## config.mk

```make
export PLATFORM = sky130hd
export DESIGN_NAME = leds_line_decoder
export DESIGN_NICKNAME = d
export VERILOG_FILES = /design/src/rtl/leds_racer_pkg.sv /design/src/rtl/leds_line_sync.sv /design/src/rtl/leds_line_decoder.sv
export SDC_FILE = /design/constraint.sdc
export NUM_CORES = 1
export LEC_CHECK = 0
export ABC_AREA = 0
export ABC_CLOCK_PERIOD_IN_PS = 3250
export CAP_MARGIN = 25
export CELL_PAD_IN_SITES_DETAIL_PLACEMENT = 0
export CELL_PAD_IN_SITES_GLOBAL_PLACEMENT = 1
export CORE_MARGIN = 3
export CORE_UTILIZATION = 44
export CTS_BUF_LIST = sky130_fd_sc_hd__clkbuf_8
export DETAILED_ROUTE_END_ITERATION = 12
export PLACE_DENSITY = 0.85
export SYNTH_ARGS = -nofsm -noshare
export SYNTH_HDL_FRONTEND = slang
export SYNTH_SLANG_ARGS = --single-unit
```

## constraint.sdc

```tcl
create_clock -name clk -period 3.25 [get_ports clk]
set_clock_uncertainty 0.05 [all_clocks]
set_input_delay 0.975 -clock clk [delete_from_list [all_inputs] [get_ports clk]]
set_output_delay 0.975 -clock clk [all_outputs]
set_load 0.005 [all_outputs]
```

## src/rtl/leds_racer_pkg.sv

```systemverilog
// Shared types and constants for the racer LED stream: decoder states and
// the GRB pixel layout used by both the frame generator and the decoder.
package leds_racer_pkg;

   typedef enum logic [1:0] {
      ST_SYNC,
      ST_IDLE,
      ST_HIGH,
      ST_LOW
   } dec_state_e;

   localparam int PIXEL_W = 24;
   localparam int BYTE_W  = 8;
   localparam int G_LSB   = 16;
   localparam int R_LSB   = 8;
   localparam int B_LSB   = 0;

   function automatic int max3(input int a, input int b, input int c);
      int m;
      m = (a > b) ? a : b;
      return (m > c) ? m : c;
   endfunction

endpackage

```

## src/rtl/leds_line_sync.sv

```systemverilog
// Two-flop synchronizer for the asynchronous LED line, plus one-cycle
// rise/fall strobes derived from the synchronized level.
module leds_line_sync (
   input  logic clk,
   input  logic force_reset,
   input  logic leds_line,
   output logic level,
   output logic rise,
   output logic fall
);

   logic meta;
   logic sync_q;
   logic prev_q;

   always_ff @(posedge clk) begin
      if (force_reset) begin
         meta   <= 1'b0;
         sync_q <= 1'b0;
         prev_q <= 1'b0;
      end else begin
         meta   <= leds_line;
         sync_q <= meta;
         prev_q <= sync_q;
      end
   end

   assign level = sync_q;
   assign rise  = sync_q & ~prev_q;
   assign fall  = ~sync_q & prev_q;

endmodule

```

## src/rtl/leds_line_decoder.sv

```systemverilog
// WS2812-style line decoder: pulse-width bit slicing, 24-bit GRB pixel
// assembly and latch-gap frame detection. Optional: LEDS_LINE_DECODER_GLITCH_FILTER_EN.
module leds_line_decoder
   import leds_racer_pkg::*;
#(
   parameter int MAX_POS           = 109,
   parameter int BIT_THRESHOLD_CLK = 15,
   parameter int LATCH_CLK_CNT     = 1250,
   parameter int MIN_HIGH_CLK      = 3
) (
   input  logic                        clk,
   input  logic                        force_reset,
   input  logic                        leds_line,
   output logic [PIXEL_W-1:0]          pixel_data,
   output logic [$clog2(MAX_POS)-1:0]  pixel_index,
   output logic                        pixel_valid,
   output logic                        frame_done,
   output logic                        frame_error
);

   localparam int IDX_W   = $clog2(MAX_POS);
   localparam int PC_W    = $clog2(MAX_POS + 1);
   localparam int BC_W    = $clog2(PIXEL_W);
   localparam int CNT_MAX = max3(LATCH_CLK_CNT, BIT_THRESHOLD_CLK, MIN_HIGH_CLK);
   localparam int CNT_W   = $clog2(CNT_MAX + 1);

   logic level, rise, fall;

   leds_line_sync u_sync (
      .clk         (clk),
      .force_reset (force_reset),
      .leds_line   (leds_line),
      .level       (level),
      .rise        (rise),
      .fall        (fall)
   );

   dec_state_e           state, state_n;
   logic [CNT_W-1:0]     high_cnt, high_n, high_inc;
   logic [CNT_W-1:0]     low_cnt, low_n, low_inc;
   logic [BC_W-1:0]      bit_cnt, bits_n;
   logic [PC_W-1:0]      pix_cnt, pix_n;
   logic [PIXEL_W-2:0]   shreg, sh_n;
   logic [PIXEL_W-1:0]   data_n;
   logic [IDX_W-1:0]     idx_n;
   logic                 valid_n, done_n, err_n;
   logic                 bit_val, glitch, glitch_to_low;

`ifdef LEDS_LINE_DECODER_GLITCH_FILTER_EN
   // A frame is in progress once any bit has been accepted since the last latch.
   assign glitch        = high_cnt < CNT_W'(MIN_HIGH_CLK);
   assign glitch_to_low = (bit_cnt != '0) || (pix_cnt != '0);
`else
   assign glitch        = 1'b0;
   assign glitch_to_low = 1'b0;
`endif

   assign high_inc = (high_cnt == CNT_W'(CNT_MAX)) ? high_cnt : high_cnt + CNT_W'(1);
   assign low_inc  = (low_cnt  == CNT_W'(CNT_MAX)) ? low_cnt  : low_cnt  + CNT_W'(1);
   assign bit_val  = high_cnt >= CNT_W'(BIT_THRESHOLD_CLK);

   always_ff @(posedge clk) begin
      if (force_reset) begin
         state       <= ST_SYNC;
         high_cnt    <= '0;
         low_cnt     <= '0;
         bit_cnt     <= '0;
         pix_cnt     <= '0;
         shreg       <= '0;
         pixel_data  <= '0;
         pixel_index <= '0;
         pixel_valid <= 1'b0;
         frame_done  <= 1'b0;
         frame_error <= 1'b0;
      end else begin
         state       <= state_n;
         high_cnt    <= high_n;
         low_cnt     <= low_n;
         bit_cnt     <= bits_n;
         pix_cnt     <= pix_n;
         shreg       <= sh_n;
         pixel_data  <= data_n;
         pixel_index <= idx_n;
         pixel_valid <= valid_n;
         frame_done  <= done_n;
         frame_error <= err_n;
      end
   end

   always_comb begin
      state_n = state;
      high_n  = high_cnt;
      low_n   = low_cnt;
      bits_n  = bit_cnt;
      pix_n   = pix_cnt;
      sh_n    = shreg;
      data_n  = pixel_data;
      idx_n   = pixel_index;
      valid_n = 1'b0;
      done_n  = 1'b0;
      err_n   = frame_error;

      case (state)
         ST_SYNC: begin
            if (level) begin
               low_n = '0;
            end else if (low_inc >= CNT_W'(LATCH_CLK_CNT)) begin
               low_n   = '0;
               state_n = ST_IDLE;
            end else begin
               low_n = low_inc;
            end
         end

         ST_IDLE: begin
            // The rising cycle itself is the first high clock of the pulse.
            if (rise) begin
               state_n = ST_HIGH;
               high_n  = CNT_W'(1);
            end
         end

         ST_HIGH: begin
            if (!fall) begin
               high_n = high_inc;
            end else if (glitch) begin
               state_n = glitch_to_low ? ST_LOW : ST_IDLE;
               low_n   = low_inc;
            end else begin
               state_n = ST_LOW;
               low_n   = CNT_W'(1);
               if (bit_cnt == BC_W'(PIXEL_W - 1)) begin
                  bits_n = '0;
                  if (pix_cnt == PC_W'(MAX_POS)) begin
                     err_n = 1'b1;
                  end else begin
                     data_n  = {shreg, bit_val};
                     idx_n   = pix_cnt[IDX_W-1:0];
                     valid_n = 1'b1;
                     pix_n   = pix_cnt + PC_W'(1);
                  end
               end else begin
                  sh_n   = {shreg[PIXEL_W-3:0], bit_val};
                  bits_n = bit_cnt + BC_W'(1);
               end
            end
         end

         ST_LOW: begin
            if (rise) begin
               state_n = ST_HIGH;
               high_n  = CNT_W'(1);
            end else if (low_inc >= CNT_W'(LATCH_CLK_CNT)) begin
               // Latch gap: close the frame, dropping any partial pixel.
               state_n = ST_IDLE;
               done_n  = 1'b1;
               low_n   = '0;
               bits_n  = '0;
               pix_n   = '0;
               if (bit_cnt != '0) err_n = 1'b1;
            end else begin
               low_n = low_inc;
            end
         end

         default: state_n = ST_SYNC;
      endcase
   end

endmodule

```

==> flow_summary.ini <==
[detailed_routing]
remaining_drc_errors = 0
dr.first_iter.drc_count = 126
wire_per_inst_um = 13.01
via_count = 3433
dr.pass1.iters = 4
drtAntennaViolNets = 0
wl_um = 8416
viasPerCell = 5.306

[sta]
fin_crit_ps = 2707
whs_ps = 405.9
hold_violations = 0
rsz0062_at_grt = no
tightest_slew_ps = 752.6
post-route-period-util_pct = 83.30
setup_tns_ps = 0
timing.fmax_mhz = 369.4
drv_slew = 0
setup_viol = 0
slew-limit-headroom_pct = 49.44

[status]
outcome = completed

[job]
max_cap_viol_count = 0

[clock_tree]
clock_latency_ps = 360
tritoncts = done
cts_resized = 0
clock_sinks = 96
root_buffer = clkbuf_8
h-tree-depth = 3
clk_pin_slew_worst_paths_ps = 80
cts_hold_buf = 0
cts_buffers = 9
postCtsSetupRepairBufs = 0
clockBufferDepth = 2

[synthesis]
syn_area_um2 = 4108
yosysTopAreaCellShare_pct = 46.79
synth_nets = 519
synth_seq_area_share_pct = 46.79
netlist_instances = 508
avgSynthCellArea_um2 = 8.086
synth_most_common_cell = nand2_1
synth-seq-cells = 96
ys_top_cells_by_area = dfxtp_1, nand2_1, a21oi_1
synth_edf_count = 0
synth_commonest_cells = nand2_1, dfxtp_1, a21oi_1
synthFlopType = dfxtp_1
ys_types = 53
synth_top_cell_by_area = dfxtp_1
synth-async-reset-ratio_pct = 0
yosysWarnings = 0

[worst_hold_path]
hold_path_class = reg -> reg
min_path_cells = 2
holdPathEnd = pixel_data[8]
min_from = pixel_data[8]

[power]
p_sw_mw = 0.4513
combPwrFrac_pct = 2.7
total_power_mw = 1.949
pwr-share-clk_pct = 36.4
p_per_area_nw_per_um2 = 413.9
ir_drop_mv = 0.2587
p_leak_nw = 1.605
swShare_pct = 23.15
seqPwrFrac_pct = 60.9
p_int_mw = 1.498

[layout]
drive_above_1_share_pct = 5.937
seqCellArea_um2 = 1922
fin_nets = 546
multiInputGateArea_um2 = 2039
fill_cells = 874
fin_util_pct = 52.97
antenna_cells = 0
finalInstanceArea_um2 = 4710
areaGrowthSynthToFinish_pct = 14.65

[worst_setup_path]
path_cells = ha_1 -> nand2_1 -> nor3_1 -> nand4_1 -> a32oi_2 -> nor2_2 -> a21o_1 -> o32ai_4
critPathMaxStageDelay_ps = 470
cp.required_ps = 3470
crit_family = compound AO/OA/AOI/OAI gates
slowest_stage = dfxtp_1
reg2regPathDepth = 8
worstSetupPathType = reg -> reg
r2r-end = pix_cnt[1]
startpoint_type = register
crit_buf_inv = 0
worstPathMaxFanout = 9
cp.arrival_ps = 2930
r2r_slack_ps = 540
r2r_start = low_cnt[0]
worstSetupEndpointType = register

[placed_design]
gp_congestion = 0.8849
portBuffers = 36
dp_hpwl_um = 5865
place_area_um2 = 4531

[global_route]
grt_pass1_wl_um = 14600
antenna_found_initial = 0
grt_pass1_vias = 3187
grt_remaining_overflow = 0
grtUsageTotal_pct = 17.00
grt_max_degree = 54

[floorplanning]
num_rows = 34
fp.coreArea_um2 = 8891
die_h_um = 102.6
initial_core_util_pct = 46.20
die_w_um = 102.6
io_pins = 37
die_area_um2 = 10530
==> worst reg2reg max path, cell delays in order (launching register included) <==
cell	delay (ps)
dfxtp_1	470
ha_1	350
nand2_1	170
nor3_1	370
nand4_1	160
a32oi_2	390
nor2_2	130
a21o_1	320
o32ai_4	220
==> registers in the layout, indices dropped and copies added (netlist names), 2 cells and up <==
register and cells:
low_cnt 11, bit_cnt 5, shreg 23, high_cnt 11
state 2, pixel_index 7, pixel_data 24, pix_cnt 7
==> worst max-delay path by stage <==
stage	from	end	slack, ps	depth (start not counted)
floorplan	low_cnt[3]	pix_cnt[1]	790	9
global placement	low_cnt[0]	pix_cnt[1]	660	8
detailed placement	low_cnt[0]	pix_cnt[1]	580	8
CTS	low_cnt[0]	pix_cnt[1]	540	8
global route	low_cnt[0]	pix_cnt[1]	200	8
finish	low_cnt[0]	pix_cnt[1]	540	8
==> through the flow <==
| step | cells | setup slack, ps |
|---|---|---|
| detailed placement | 632 | 582.7 |
| global placement | 632 | 660.4 |
| global route | 647 | 202.7 |
| CTS | 647 | 542.0 |
| floorplan | 508 | 786.4 |
| finish | 647 | 542.9 |
==> final cells by class <==
| type | count | area share (%) |
|---|---|---|
| well taps | 108 | 2.869 |
| clock buffers | 10 | 2.922 |
| multi-input cells | 377 | 43.31 |
| clock inverters | 5 | 0.8767 |
| flip-flops and latches | 96 | 40.81 |
| inverters | 9 | 0.7173 |
| repair buffers | 42 | 8.502 |
==> kinds of logic (layout without fill, tap and decap cells) <==
| family | after synthesis | in the layout | synth area share (%) |
|---|---|---|---|
| simple gates | 244 | 244 | 27.05 |
| compound gates | 107 | 107 | 16.24 |
| flops | 96 | 96 | 46.79 |
| buf+inv | 35 | 66 | 3.564 |
| xor+xnor | 16 | 16 | 3.412 |
| fa+ha+maj | 8 | 8 | 2.437 |
| mux | 2 | 2 | 0.5178 |
==> routing by layer <==
layer | routed length [µm] | up-vias | track usage [%]
li1 | - | 1797 | -
met1 | 4150 | 1579 | 23.17
met2 | 3956 | 47 | 26.86
met3 | 210 | 10 | 3.721
met4 | 99 | 0 | 5.550
met5 | 0 | - | 0
==> power by group through the flow <==
| stage | registers (mW) | logic (mW) | clock network (mW) |
|---|---|---|---|
| after CTS | 1.19 | 0.0534 | 0.738 |
| after global placement | 1.21 | 0.0517 | 0 |
| final | 1.19 | 0.0528 | 0.710 |
| after global routing | 1.19 | 0.0599 | 0.785 |
| after detailed placement | 1.21 | 0.0533 | 0 |
| after floorplan | 1.21 | 0.0443 | 0 |
==> cell usage in the layout (no fill, tap or decap), drive strengths merged, types with 3 or more instances in the layout <==
cell type      instances
a211oi                 3
nand4                  9
ha                     8
or3                    7
clkdlybuf4s50         35
nand4b                 4
dfxtp                 96
nor2b                  5
nor3                  14
a21o                   5
nand2                124
xor2                  14
o21ai                 11
nand2b                 6
buf                    7
a21oi                 69
nor2                  42
clkbuf                10
and3                   7
nand3                 14
inv                   10
Power figures use the tool's default switching activity.
